File: src/rtl/vmx_job_scheduler.sv
// Tile-job FIFO and sequencer for the VMX matrix-multiply wrapper: issues one job at a time,
// follows the wrapper phase flag, and recovers hung, faulted or aborted jobs via soft-clear.
module vmx_job_scheduler #(
   parameter int QDEPTH  = 4,
   parameter int TIMEOUT = 64,
   parameter int CLR_CYC = 2
) (
   input  logic        clk,
   input  logic        rst_n,
   input  logic        job_valid,
   output logic        job_ready,
   input  logic [7:0]  job_rbase,
   input  logic [7:0]  job_wbase,
   input  logic [3:0]  job_tag,
   input  logic        abort,
   output logic [7:0]  mm_rbase,
   output logic [7:0]  mm_wbase,
   output logic [31:0] mm_ctrl,
   input  logic [31:0] mm_flag,
   output logic        done_valid,
   output logic [3:0]  done_tag,
   output logic        done_err,
   output logic        busy,
   output logic [3:0]  q_level,
   output logic [15:0] jobs_done,
   output logic [7:0]  err_cnt
);
   localparam int PW = $clog2(QDEPTH);
   localparam int TW = $clog2(TIMEOUT + 1);
   localparam int CW = $clog2(CLR_CYC + 1);
   localparam logic [31:0] CTRL_START = 32'h2;
   localparam logic [31:0] CTRL_CLEAR = 32'h1;

   typedef struct packed {
      logic [7:0] rbase;
      logic [7:0] wbase;
      logic [3:0] tag;
   } job_t;

   typedef enum logic [2:0] {S_IDLE, S_ISSUE, S_WAIT, S_RUN, S_CLEAR, S_RETIRE} state_t;

   job_t          mem [QDEPTH];
   job_t          head;
   logic [PW-1:0] wr_ptr, rd_ptr;
   logic [PW:0]   count;
   state_t        state;
   logic [TW-1:0] tmo_cnt;
   logic [CW-1:0] clr_cnt;
   logic [3:0]    cur_tag;
   logic [2:0]    flag;
   logic          push, pop, flush, fault;
   logic          unused_flag_bits;

   assign flag             = mm_flag[2:0];
   assign unused_flag_bits = ^mm_flag[31:3];
   assign head             = mem[rd_ptr];
   assign job_ready        = (count != (PW+1)'(QDEPTH)) && !abort;
   assign push             = job_valid && job_ready;
   assign pop              = (state == S_RETIRE) && !abort;
   assign flush            = abort && (state == S_IDLE || state == S_RETIRE);
   assign q_level          = 4'(count);
   assign busy             = (state != S_IDLE);

   // Any fault during a live job (abort, illegal phase, or watchdog expiry) forces a soft-clear.
   assign fault = abort ||
                  ((state == S_WAIT || state == S_RUN) &&
                   (flag > 3'd4 || tmo_cnt == TW'(TIMEOUT - 1)));

   // NOTE: FIFO storage has no reset; pointers and count alone decide which entries are valid.
   always_ff @(posedge clk) begin
      if (push) mem[wr_ptr] <= '{rbase: job_rbase, wbase: job_wbase, tag: job_tag};
   end

   always_ff @(posedge clk or negedge rst_n) begin
      if (!rst_n) begin
         wr_ptr <= '0;
         rd_ptr <= '0;
         count  <= '0;
      end else if (flush) begin
         wr_ptr <= '0;
         rd_ptr <= '0;
         count  <= '0;
      end else begin
         if (push) wr_ptr <= wr_ptr + PW'(1);
         if (pop)  rd_ptr <= rd_ptr + PW'(1);
         count <= count + (PW+1)'(push) - (PW+1)'(pop);
      end
   end

   always_ff @(posedge clk or negedge rst_n) begin
      if (!rst_n) begin
         state      <= S_IDLE;
         mm_rbase   <= '0;
         mm_wbase   <= '0;
         mm_ctrl    <= '0;
         done_valid <= 1'b0;
         done_tag   <= '0;
         done_err   <= 1'b0;
         jobs_done  <= '0;
         err_cnt    <= '0;
         tmo_cnt    <= '0;
         clr_cnt    <= '0;
         cur_tag    <= '0;
      end else begin
         // NOTE: pulse outputs default low each cycle so every set below lasts exactly one cycle.
         mm_ctrl    <= '0;
         done_valid <= 1'b0;
         case (state)
            S_IDLE: begin
               if (count != '0 && !abort) begin
                  state    <= S_ISSUE;
                  mm_rbase <= head.rbase;
                  mm_wbase <= head.wbase;
                  cur_tag  <= head.tag;
                  mm_ctrl  <= CTRL_START;
               end
            end
            S_ISSUE: begin
               tmo_cnt <= '0;
               if (fault) begin
                  state   <= S_CLEAR;
                  mm_ctrl <= CTRL_CLEAR;
                  clr_cnt <= '0;
               end else begin
                  state <= S_WAIT;
               end
            end
            S_WAIT, S_RUN: begin
               if (fault) begin
                  state   <= S_CLEAR;
                  mm_ctrl <= CTRL_CLEAR;
                  clr_cnt <= '0;
               end else begin
                  tmo_cnt <= tmo_cnt + TW'(1);
                  if (state == S_WAIT && flag != 3'd0) begin
                     state <= S_RUN;
                  end else if (state == S_RUN && flag == 3'd0) begin
                     state      <= S_RETIRE;
                     done_valid <= 1'b1;
                     done_tag   <= cur_tag;
                     done_err   <= 1'b0;
                  end
               end
            end
            S_CLEAR: begin
               if (clr_cnt == CW'(CLR_CYC - 1)) begin
                  state      <= S_RETIRE;
                  done_valid <= 1'b1;
                  done_tag   <= cur_tag;
                  done_err   <= 1'b1;
               end else begin
                  clr_cnt <= clr_cnt + CW'(1);
                  mm_ctrl <= CTRL_CLEAR;
               end
            end
            S_RETIRE: begin
               state <= S_IDLE;
               if (done_err) begin
                  if (err_cnt != 8'hFF) err_cnt <= err_cnt + 8'd1;
               end else begin
                  jobs_done <= jobs_done + 16'd1;
               end
            end
            default: state <= S_IDLE;
         endcase
      end
   end
endmodule

File: config.mk
export PLATFORM = sky130hd
export DESIGN_NAME = vmx_job_scheduler
export DESIGN_NICKNAME = d
export VERILOG_FILES = /design/src/rtl/vmx_job_scheduler.sv
export SDC_FILE = /design/constraint.sdc
export NUM_CORES = 1
export LEC_CHECK = 0
export BUFFER_PORTS_ARGS = -buffer_cell sky130_fd_sc_hd__buf_4
export CAP_MARGIN = 15
export CELL_PAD_IN_SITES_DETAIL_PLACEMENT = 1
export CELL_PAD_IN_SITES_GLOBAL_PLACEMENT = 1
export CORE_ASPECT_RATIO = 2
export CORE_MARGIN = 10
export CORE_UTILIZATION = 48
export DETAILED_ROUTE_END_ITERATION = 10
export HOLD_SLACK_MARGIN = 0.02
export PLACE_DENSITY = 0.84
export SLEW_MARGIN = 20
export SYNTH_ARGS = -nofsm -noshare
export SYNTH_HDL_FRONTEND = slang
export SYNTH_SLANG_ARGS = --single-unit
File: constraint.sdc
create_clock -name clk -period 6.2 [get_ports clk]
set_clock_uncertainty 0.2 [all_clocks]
set_input_delay 1.24 -clock clk [delete_from_list [all_inputs] [get_ports clk]]
set_output_delay 1.24 -clock clk [all_outputs]
set_load 0.005 [all_outputs]
Yosys cells after proc, flatten, opt, wreduce, memory -nomap -nowiden. Memories as Yosys holds them, arrays and structs flattened. A register that Yosys moved wholly into a read port is not among the register bits. Index checks and enable logic that the tools add are counted.

Input port bits: 56. Bits in writable memories: 80. Output and inout port bits: 84. Memories kept: 1. Register bits: 81. Logic and storage cells: 111.

Memory list: mem (depth 4, bits a word 20, read ports 1, clocked after memory_dff 1, write ports 1, line 42) `job_t mem [QDEPTH];`.

Bitwise operators: 1. Reduce and logical (&&, ||, !) cells: 33. Eq/ne operators: 17. Muxes and demuxes: 38. Add/subtract/negate cells: 8. Magnitude comparators: 1.

Operators with widths (count): $mux W3 (7); $add A16 B1 Y16 const B (1); $mux W4 (4); $mux W2 (7); $pmux W7 S2 (1); $mux W1 (12); $pmux W3 S4 (1); $ne A2 B2 Y1 const B (5); $reduce_bool A2 Y1 (5); $reduce_and A3 Y1 (3); $reduce_bool A3 Y1 (3); $add A8 B1 Y8 const B (1); $logic_and A1 B1 Y1 (8); $ne A8 B8 Y1 const B (1); $pmux W4 S2 (1); $add A7 B1 Y7 const B (1); $eq A7 B6 Y1 const B (1); $mux W7 (1); $add A2 B1 Y2 const B (3); $eq A3 B2 Y1 const B (2); $eq A3 B3 Y1 const B (2); $logic_not A3 Y1 (2); $pmux W2 S3 (1); $reduce_and A2 Y1 (3); 16 further kinds (22).

Logic depth before layout (Yosys ltp). Gate-level depths: netlist of run 1.

Depth in word-level cells: 6. Depth in mapped cells: 11. Mapped depth without buffers: 11.

Worst setup path after synthesis of run 1. OpenSTA, ideal clock, no wires.

Path kind: input-to-reg. Start point: in abort. End point: reg count[2]. Arrival: 3.196 ns. Stages: 11. Required time: 5.864 ns. Buffers on the path: 1. Slack: 2.668 ns. Setup time: 0.136 ns. Cells stage by stage: clkbuf_1 -> a211oi_1 -> inv_1 -> ha_1 -> inv_1 -> ha_1 -> inv_1 -> fa_1 -> xor2_1 -> xnor2_1 -> nor2_1.

Word-level cells in the longest chain between the ends: 6. Elaborated cells on any way between the ends: 8. Those cells by class: 2 x add/sub; 1 x mux; 5 x reduce/logical.

Ends and longest elaborated chain: start: declaration (line 15) `input logic abort,`; $logic_not A1 Y1 (line 57, 59); $logic_and A1 B1 Y1 (line 57) `assign job_ready = (count != (PW+1)'(QDEPTH)) && !abort;`; $logic_and A1 B1 Y1 (line 58) `assign push = job_valid && job_ready;`; $add A3 B1 Y3 (line 86) `count <= count + (PW+1)'(push) - (PW+1)'(pop);`; $sub A3 B1 Y3 (line 86); $mux W3 (*) (line 79) `end else if (flush) begin`; end signal: assignment (line 86); end: declaration (line 45) `logic [PW:0] count;`.

Every way passes the cells marked *; elsewhere a longest branch is shown, timed or not. A chain may end at the register's enable or synchronous reset.

Worst setup path in the final report of run 1. Ends and elaborated chain as after synthesis.

==> qor.yml, run 1 <==
run_status:
  status: "complete, no violations"
clock_network:
  cts-htree-levels: 4
  cts-resized-gates: 0
  cts_hold_buf: 0
  cts-root-buf: "clkbuf_16"
  cts.sinks: 151
  cts_tree: "done"
  clock_path_buffers: 2
  cts_setup_buffers: 0
  cts.clk_slew.worst_paths_ns: 0.07
  clock_latency_ns: 0.41
  cts_buffers: 17
logic_synthesis:
  ys_seq_elements: 151
  yosysTopAreaCell: "edfxtp_1"
  synth_edf_count: 80
  syn_inst: 416
  ys_warn_count: 0
  synth_area_leaders: "edfxtp_1 38%, dfrtp_1 28%, mux4_2 7.1%"
  synth_top_area_frac: 0.3785
  ys_top_cells_by_count: "80 x edfxtp_1, 71 x dfrtp_1, 31 x buf_4"
  synth_cell_types: 48
  synth.most_common_cell: "edfxtp_1"
  async_flop_share: 0.4702
  seq_area_frac_synth: 0.6585
  synth_area_per_cell_um2: 15.26
  netlist_area_um2: 6346
  synthFlopType: "edfxtp_1"
critical_path:
  start_kind: "primary input"
  crit_arrival_ns: 3.55
  crit_path_end_kind: "register"
  rrSetupSlack_ns: 3.12
  worstReg2RegStart: "count[1]"
  cp.required_ns: 6.27
  endpoint: "count[2]"
  r2r_end: "count[2]"
  ff2ff_path_depth: 11
  crit_type: "primary input to register"
  crit_fanout: 11
  startpoint: "abort"
place:
  gp_congestion: 0.8489
  port_buffers: 79
  hpwl_um: 9755
  dp_cells: 636
  dpl_cell_area_um2: 6975
global_route:
  grt_overflow: 0
  antenna_found_initial: 0
  grt_usage: 0.1556
  first_global_vias: 4295
  grt_first_pass_wirelength_um: 22580
  grt_max_degree: 72
timing:
  fmax_mhz: 288.0
  finalSetupTns_ns: 0
  min_period_ns: 3.473
  worstMarginPinSlew_ns: 1.096
  slew_violations: 0
  post-route-period-util: 0.5601
  setup_violations: 0
  hold_viol: 0
  slew_headroom: 0.2692
  rsz0062_at_grt: "no"
power_and_ir_drop:
  vdd_ir_drop_max_uv: 368.6
  seqPwrFrac: 0.454
  combPwrFrac: 0.217
  switching_share: 0.2947
  power.internal_mw: 2.133
  leakage_nw: 3.141
  p_sw_uw: 891.1
  power_frac_clock: 0.329
  p_per_area_nw_per_um2: 399.5
finish:
  fin_nets: 571
  multi_input_area_um2: 1976
  drive_above_1_share: 0.3211
  stdcell_count: 669
  diodes: 0
  final_cell_area_um2: 7569
  area_delta_synth_final_pct: 19.26
  n_fill_cell: 1244
  register_area_um2: 4179
floorplanning:
  die_x_um: 101.3
  start_util: 0.4884
  rows: 59
  io_pins: 140
  die-area_um2: 18500
  die_h_um: 182.6
  fp.coreArea_um2: 12990
route:
  ant_nets: 0
  drt-pass1-iter-count: 6
  routed_wl_um: 13890
  vias: 3655
  viasPerCell: 5.463
  wire_per_inst_um: 20.77
  drtIter0Drc: 118
  drc_errors: 0
hold_path:
  min_path_type: "register to register"
run:
  maxCapViolCount: 0
-- final cells by class --
type | count | share of cell area
Sequential cell | 151 | 0.5522
Inverter | 9 | 0.004464
Multi-Input combinational cell | 244 | 0.2610
Clock buffer | 19 | 0.05852
Tap cell | 152 | 0.02513
Clock inverter | 13 | 0.01736
Timing Repair Buffer | 81 | 0.08134
-- worst max-delay path, stage by stage --
cell	delay, ns
buf_4	0.16
a211oi_1	0.73
inv_1	0.11
ha_1	0.31
inv_1	0.06
ha_1	0.14
inv_1	0.05
fa_1	0.37
xor2_1	0.18
xnor2_1	0.14
nor2_1	0.06
-- state kept, by name, indices dropped and copies added (netlist names) --
register,cells
clr_cnt,2
count,3
cur_tag,4
done_err,1
done_tag,4
done_valid,1
err_cnt,8
jobs_done,16
mem,80
mm_ctrl,2
mm_rbase,8
mm_wbase,8
rd_ptr,2
state,3
tmo_cnt,7
wr_ptr,2
-- routing by layer --
metal,part of all wire,wire [µm],GRT usage
met3,0.051,712,0.04427
met5,0,0,0
met1,0.33,4614,0.1473
met4,0.010,141,0.05154
met2,0.61,8423,0.3003
-- how the worst min path moves through the flow --
stage	from	slack, ns	depth (start not counted)	endpoint
final	jobs_done[15]	0.27	1	jobs_done[15]
after global routing	jobs_done[13]	0.32	1	jobs_done[13]
after CTS	jobs_done[15]	0.28	1	jobs_done[15]
after detailed placement	jobs_done[15]	0.27	1	jobs_done[15]
after global placement	jobs_done[15]	0.26	1	jobs_done[15]
after floorplan	jobs_done[15]	0.27	1	jobs_done[15]
-- cell families (layout without fill, tap and decap cells) --
group | after synthesis | in the layout | share of synthesized area
compound gates | 29 | 29 | 0.03017
xor+xnor | 28 | 28 | 0.03864
fa+ha+maj | 11 | 11 | 0.02287
buf+inv | 51 | 122 | 0.04949
flops | 151 | 151 | 0.6585
mux | 46 | 46 | 0.1169
other cells | 1 | 31 | 0.0005909
simple gates | 99 | 99 | 0.08281
-- stage by stage --
step	power [mW]	hold WS, ns	setup WS (ns)	utilization
6_report	3.024	0.2744	2.727	0.5825
5_1_grt	3.193	0.3164	2.446	0.5825
4_1_cts	3.059	0.2803	2.694	0.5811
3_5_place_dp	2.050	0.2707	2.292	0.5369
3_3_place_gp	1.995	0.2636	2.406	0.5369
2_1_floorplan	1.736	0.2682	2.668	-
-- cell usage in the layout, fill, tap and decap left out, types with 4 or more instances in the layout --
cell       netlist  routed
a21oi_1          4       4
buf_4           31      80
clkbuf_16        0      17
conb_1           1      31
dfrtp_1         71      71
edfxtp_1        80      80
ha_1            10      10
inv_1            9       9
inv_6            0       5
inv_8            0       5
mux2_2          25      25
mux4_2          20      20
nand2_1         21      21
nand3_1         16      16
nand4_1          6       6
nor2_1          22      22
nor3_1           7       7
o21ai_0          8       8
xnor2_1         12      12
xor2_1          16      16
-- power by group through the flow --
| stage | logic (mW) | registers, mW | clock network (mW) |
|---|---|---|---|
| final | 0.657 | 1.37 | 0.995 |
| after global routing | 0.732 | 1.40 | 1.06 |
| after CTS | 0.667 | 1.38 | 1.02 |
| after detailed placement | 0.657 | 1.39 | 0 |
| after global placement | 0.617 | 1.38 | 0 |
| after floorplan | 0.388 | 1.35 | 0 |
(Power assumes the default switching activity.)
==> run 2, diff against run 1 <==
- ABC_AREA: unset -> 1
- CORE_UTILIZATION: 48 -> 42
- PLACE_DENSITY: 0.84 -> 0.79
- clock period: 6.2 -> 3.6 ns (I/O delays scaled with it)
==> run 2 against run 1 <==
Compared with the run above: utilization down 7.4 points; via count rose by 34%; cell count is 43% higher; clock power increased by 88%; non-clock buffer count up 5; synthesized cell count up 58%; design area up 5.5%; die area grew 17%; combinational power increased to 2.6 times the previous value; critical path type is now register to register.
==> qor.yml, run 2 <==
power_and_ir_drop:
  power_frac_clock: 0.310
  switching_share: 0.3477
  seqPwrFrac: 0.404
  combPwrFrac: 0.286
  p_sw_mw: 2.098
  p_per_area_nw_per_um2: 755.7
  vdd_ir_drop_max_uv: 528.1
  leakage_nw: 3.403
  power.internal_mw: 3.936
timing:
  setup_violations: 0
  hold_viol: 0
  worstMarginPinSlew_ns: 0.9557
  finalSetupTns_ns: 0
  fmax_mhz: 383.3
  fin_hold_ws_ns: 0.2388
  post-route-period-util: 0.7247
  slew_violations: 0
  min_period_ns: 2.609
  slew_headroom: 0.3629
  rsz0062_at_grt: "no"
finish:
  n_fill_cell: 1753
  largest_register_ffs: 80
  area_delta_synth_final_pct: 19.85
  diodes: 0
  largestRegisters: "mem (80), jobs_done (16)"
  final_util: 0.5086
  drive_above_1_share: 0.1744
  fin_nets: 811
  layout_common_cells: "138 x nor2_1, 103 x nand2_1, 86 x buf_4, 80 x edfxtp_1, 71 x dfrtp_1"
  mostFrequentLayoutCell: "nor2_1"
  top_register: "mem"
global_route:
  grt_usage: 0.1638
  first_global_vias: 5476
  grt_overflow: 0
  grt_first_pass_wirelength_um: 27460
  antenna_found_initial: 0
  grt_max_degree: 72
route:
  drtIter0Drc: 144
  drt-pass1-iter-count: 4
  viasPerCell: 5.106
  drc_errors: 0
  wire_per_inst_um: 18.07
  routed_wl_um: 17310
  vias: 4892
  ant_nets: 0
clock_network:
  cts_hold_buf: 0
  cts-root-buf: "clkbuf_16"
  cts-resized-gates: 0
  cts.clk_slew.worst_paths_ns: 0.06
  cts.sinks: 151
  clock_path_buffers: 2
  cts_tree: "done"
  cts_buffers: 17
  clock_latency_ns: 0.43
  cts-htree-levels: 4
  cts_setup_buffers: 0
logic_synthesis:
  synth.most_common_cell: "nor2_1"
  synth_top_area_frac: 0.3606
  ys_top_cells_by_count: "142 x nor2_1, 103 x nand2_1, 80 x edfxtp_1"
  synth_edf_count: 80
  synthFlopType: "edfxtp_1"
  ys_warn_count: 0
  async_flop_share: 0.4702
  yosysTopAreaCell: "edfxtp_1"
  synth_area_leaders: "edfxtp_1 36%, dfrtp_1 27%, nor2_1 8.0%"
  synth_area_per_cell_um2: 10.12
  ys_seq_elements: 151
  seq_area_frac_synth: 0.6273
  netlist_area_um2: 6661
  syn_inst: 658
  synth_cell_types: 29
critical_path:
  crit_arrival_ns: 2.76
  start_kind: "register"
  r2r_end: "count[2]"
  crit_top_cell: "inv_1"
  worstReg2RegStart: "count[1]"
  cp.required_ns: 3.75
  ff2ff_path_depth: 10
  crit_type: "register to register"
  path_buf_inv: 3
  crit_family: "adder cells"
  crit_path_end_kind: "register"
  critical_path.max_stage_delay_ns: 0.45
  crit_chain: "inv_1, a31oi_1, nand2_1, ha_1, inv_1, ha_1, inv_1, fa_1, xor2_1, nor2_1"
  crit_fanout: 6
  rrSetupSlack_ns: 0.99
  slowest_stage: "dfrtp_1"
floorplanning:
  io_pins: 140
  start_util: 0.4244
  die_x_um: 109.1
  die-area_um2: 21600
  rows: 65
  die_h_um: 198.1
  fp.coreArea_um2: 15700
run:
  maxCapViolCount: 0
place:
  gp_congestion: 0.8271
  port_buffers: 79
  hpwl_um: 12180
hold_path:
  min_path_type: "primary input to asynchronous set/reset pin"
run_status:
  status: "complete, no violations"
==> run 2: changes by cell type in the layout (fill, tap and decap cells not counted), sizes merged, moves of 4 or more <==
cell,previous run,this run
a31oi,0,22
and2,6,0
buf,81,86
inv,19,52
mux2,25,0
mux4,20,0
nand2,21,106
nor2,22,146
o21ai,11,63
xor2,16,12
==> run 2: area by class of cell <==
type | instances | area [µm²] | share of cell area
clock inverter | 14 | 185.2 | 0.02319
sequential | 151 | 4179 | 0.5234
clock buffer | 18 | 429.2 | 0.05375
inverter | 44 | 165.2 | 0.02069
timing repair buffer | 86 | 645.6 | 0.08087
multi-input combinational | 444 | 2128 | 0.2666
tap | 201 | 251.5 | 0.03150
==> run 2: power groups by stage <==
stage	logic (mW)	registers [mW]	clock network, mW
4_1_cts	1.77	2.44	1.89
3_3_place_gp	1.65	2.44	0
3_5_place_dp	1.75	2.47	0
2_1_floorplan	1.07	2.39	0
6_report	1.73	2.44	1.87
5_1_grt	1.97	2.48	1.97
==> run 2: worst register-to-register path: stages (launching register included) <==
cell and delay (ns):
dfrtp_1 0.45, inv_1 0.09, a31oi_1 0.30, nand2_1 0.26, ha_1 0.34, inv_1 0.06
ha_1 0.14, inv_1 0.05, fa_1 0.37, xor2_1 0.17, nor2_1 0.11
==> run 2: cell families after synthesis <==
logic type | after synthesis | share of synthesized area
buf+inv | 93 | 0.07156
compound gates | 92 | 0.07363
flops | 151 | 0.6273
simple gates | 288 | 0.1762
xor+xnor | 22 | 0.02892
other cells | 1 | 0.0005629
fa+ha+maj | 11 | 0.02179
==> run 2: worst max-delay path by stage <==
| stage | slack, ns | cells past startpoint | from | end |
|---|---|---|---|---|
| finish | 0.99 | 10 | count[1] | count[2] |
| global route | 0.79 | 10 | count[1] | count[2] |
| CTS | 0.95 | 10 | count[1] | count[2] |
| detailed placement | 0.63 | 10 | abort | count[2] |
| global placement | 0.78 | 10 | abort | count[2] |
| floorplan | 0.98 | 3 | abort | mem[0][0] |
==> run 2: through the flow <==
stage                     worst slack (ns)  cell area (µm²)  power (mW)  cells
after floorplan                     0.9766             6774       3.467    688
after global placement              0.7798             7370       4.098    926
after detailed placement            0.6275             7370       4.212    926
after CTS                           0.9503             7984       6.099    958
after global routing                0.7868             7984       6.415    958
final                               0.9911             7984       6.034    958
==> run 2: layer usage <==
layer / up-vias / part of all wire / GRT usage
met5: - / 0 / 0
met4: 0 / 0.022 / 0.07364
met3: 28 / 0.051 / 0.03126
met2: 115 / 0.59 / 0.3224
met1: 2458 / 0.34 / 0.1525
li1: 2291 / - / -
==> run 3, diff against run 2 <==
- clock period: 3.6 -> 2.6 ns (I/O delays scaled with it)
==> run 3 against run 2 <==
Compared with the run above: clock power rose by 34%; via count increased by 0.18%; sequential power up 37%; utilization increased by 0.27 points; fmax increased by 9.2%; power rose by 38%; global-route usage up 0.65 points; count of clock-buffer cells in the layout down 1; sequential share of layout area is 0.28 points lower; cell count rose by 0.52%.
==> qor.yml, run 3 (synthesis results as in run 2) <==
critical_path:
  endpoint: "count[2]"
  startpoint: "state[1]"
  r2r_end: "count[2]"
  start_kind: "register"
  crit_fanout: 5
  worstReg2RegStart: "state[1]"
  crit_type: "register to register"
  crit_arrival_ns: 2.53
  cp.required_ns: 2.74
  ff2ff_path_depth: 10
  crit_path_end_kind: "register"
  rrSetupSlack_ns: 0.21
global_route:
  use_met2: 0.3152
  met3_usage: 0.04070
  grt_overflow: 0
  grt_max_degree: 42
  antenna_found_initial: 0
  first_global_vias: 5589
  grt_busiest_layer: "met2"
  grt_first_pass_wirelength_um: 28280
  grt_use_met1: 0.1655
  grt_usage: 0.1703
timing:
  post-route-period-util: 0.9191
  fin_hold_ws_ns: 0.08610
  setup_violations: 0
  fmax_mhz: 418.5
  finalSetupTns_ns: 0
  worstMarginPinSlew_ns: 0.8603
  slew_headroom: 0.4258
  min_period_ns: 2.390
  slew_violations: 0
  rsz0062_at_grt: "no"
  hold_viol: 0
route:
  routed_wl_um: 17360
  viasPerCell: 5.089
  ant_nets: 0
  drt-pass1-iter-count: 4
  vias: 4901
  drtIter0Drc: 197
  wire_per_inst_um: 18.02
  drc_errors: 0
floorplanning:
  fp.coreArea_um2: 15700
  die_h_um: 198.1
  start_util: 0.4244
  die-area_um2: 21600
  die_x_um: 109.1
  io_pins: 140
  rows: 65
finish:
  multi_input_area_um2: 2131
  diodes: 0
  register_area_um2: 4179
  layout_common_cells: "137 x nor2_1, 103 x nand2_1, 89 x buf_4, 80 x edfxtp_1, 71 x dfrtp_1"
  final_util: 0.5114
  fin_nets: 816
  top_register: "mem"
  drive_above_1_share: 0.1785
  largest_register_ffs: 80
  area_delta_synth_final_pct: 20.49
  n_fill_cell: 1748
  largestRegisters: "mem (80), jobs_done (16)"
  mostFrequentLayoutCell: "nor2_1"
place:
  gp_congestion: 0.8192
  port_buffers: 79
  hpwl_um: 12320
hold_path:
  min_path_type: "primary input to register"
clock_network:
  cts-root-buf: "clkbuf_16"
  cts_buffers: 17
  cts-htree-levels: 4
  clock_latency_ns: 0.44
  clock_path_buffers: 2
  cts_tree: "done"
  cts.clk_slew.worst_paths_ns: 0.07
  cts.sinks: 151
power_and_ir_drop:
  p_per_area_nw_per_um2: 1037
  vdd_ir_drop_max_uv: 869.5
  leakage_nw: 3.427
run:
  maxCapViolCount: 0
run_status:
  status: "complete, no violations"
==> run 3: cell count changes in the layout (fill, tap and decap cells not counted), moves of 2 or more <==
cell	before	now
clkinv_4	0	4
buf_4	86	89
inv_6	6	3
clkinv_1	0	2
inv_8	2	0
==> run 3: layer usage <==
metal / part of all wire / vias to the layer above / wire (µm)
li1: - / 2305 / -
met1: 0.35 / 2430 / 6039
met2: 0.57 / 128 / 9901
met3: 0.051 / 38 / 891
met4: 0.030 / 0 / 526
met5: 0 / - / 0
==> run 3: area by class of cell <==
type                    count  area share
clock buffers              17     0.05300
clock inverters            15     0.02198
inverters                  44     0.02058
multi-input cells         444      0.2655
flip-flops and latches    151      0.5207
well taps                 201     0.03133
repair buffers             91     0.08698
==> run 3: stage by stage <==
step	cells	instance area, µm²	power (mW)	setup slack, ns
floorplan	688	6774	4.801	0.1766
global placement	930	7412	5.667	0.2442
detailed placement	930	7412	5.881	0.07683
CTS	963	8024	8.421	0.1001
global route	963	8026	8.881	0.02337
finish	963	8026	8.321	0.2104
==> run 3: worst min path at each step <==
stage                       from           to  slack (ns)  cells after the start
finish              job_wbase[5]    mem[3][9]        0.09                      1
CTS                 job_wbase[5]    mem[3][9]        0.07                      1
detailed placement    cur_tag[3]  done_tag[3]        0.26                      2
global placement      cur_tag[1]  done_tag[1]        0.26                      2
floorplan                  rst_n   clr_cnt[0]        0.02                      0
global route        job_wbase[6]   mem[0][10]        0.08                      1
==> run 3: what timing repair did <==
action	CTS	global route
hold buffers	1	0
gates resized for setup	0	1
setup buffers	0	0
endpoints found under the setup margin	0	1
endpoints found under the hold margin	39	0
==> run 3: where the power goes <==
part	internal, mW	switching (mW)	total, mW
Combinational	0.932	1.56	2.49
Clock	1.51	0.985	2.50
Sequential	3.00	0.333	3.34
Total	5.45	2.88	8.32
==> run 3: critical path: stages, from the launching register on <==
cell,delay [ns]
dfrtp_1,0.43
inv_1,0.10
nand3_2,0.13
nor2_2,0.19
ha_1,0.26
inv_1,0.07
ha_1,0.14
inv_1,0.05
fa_1,0.38
xor2_1,0.18
nor2_1,0.15
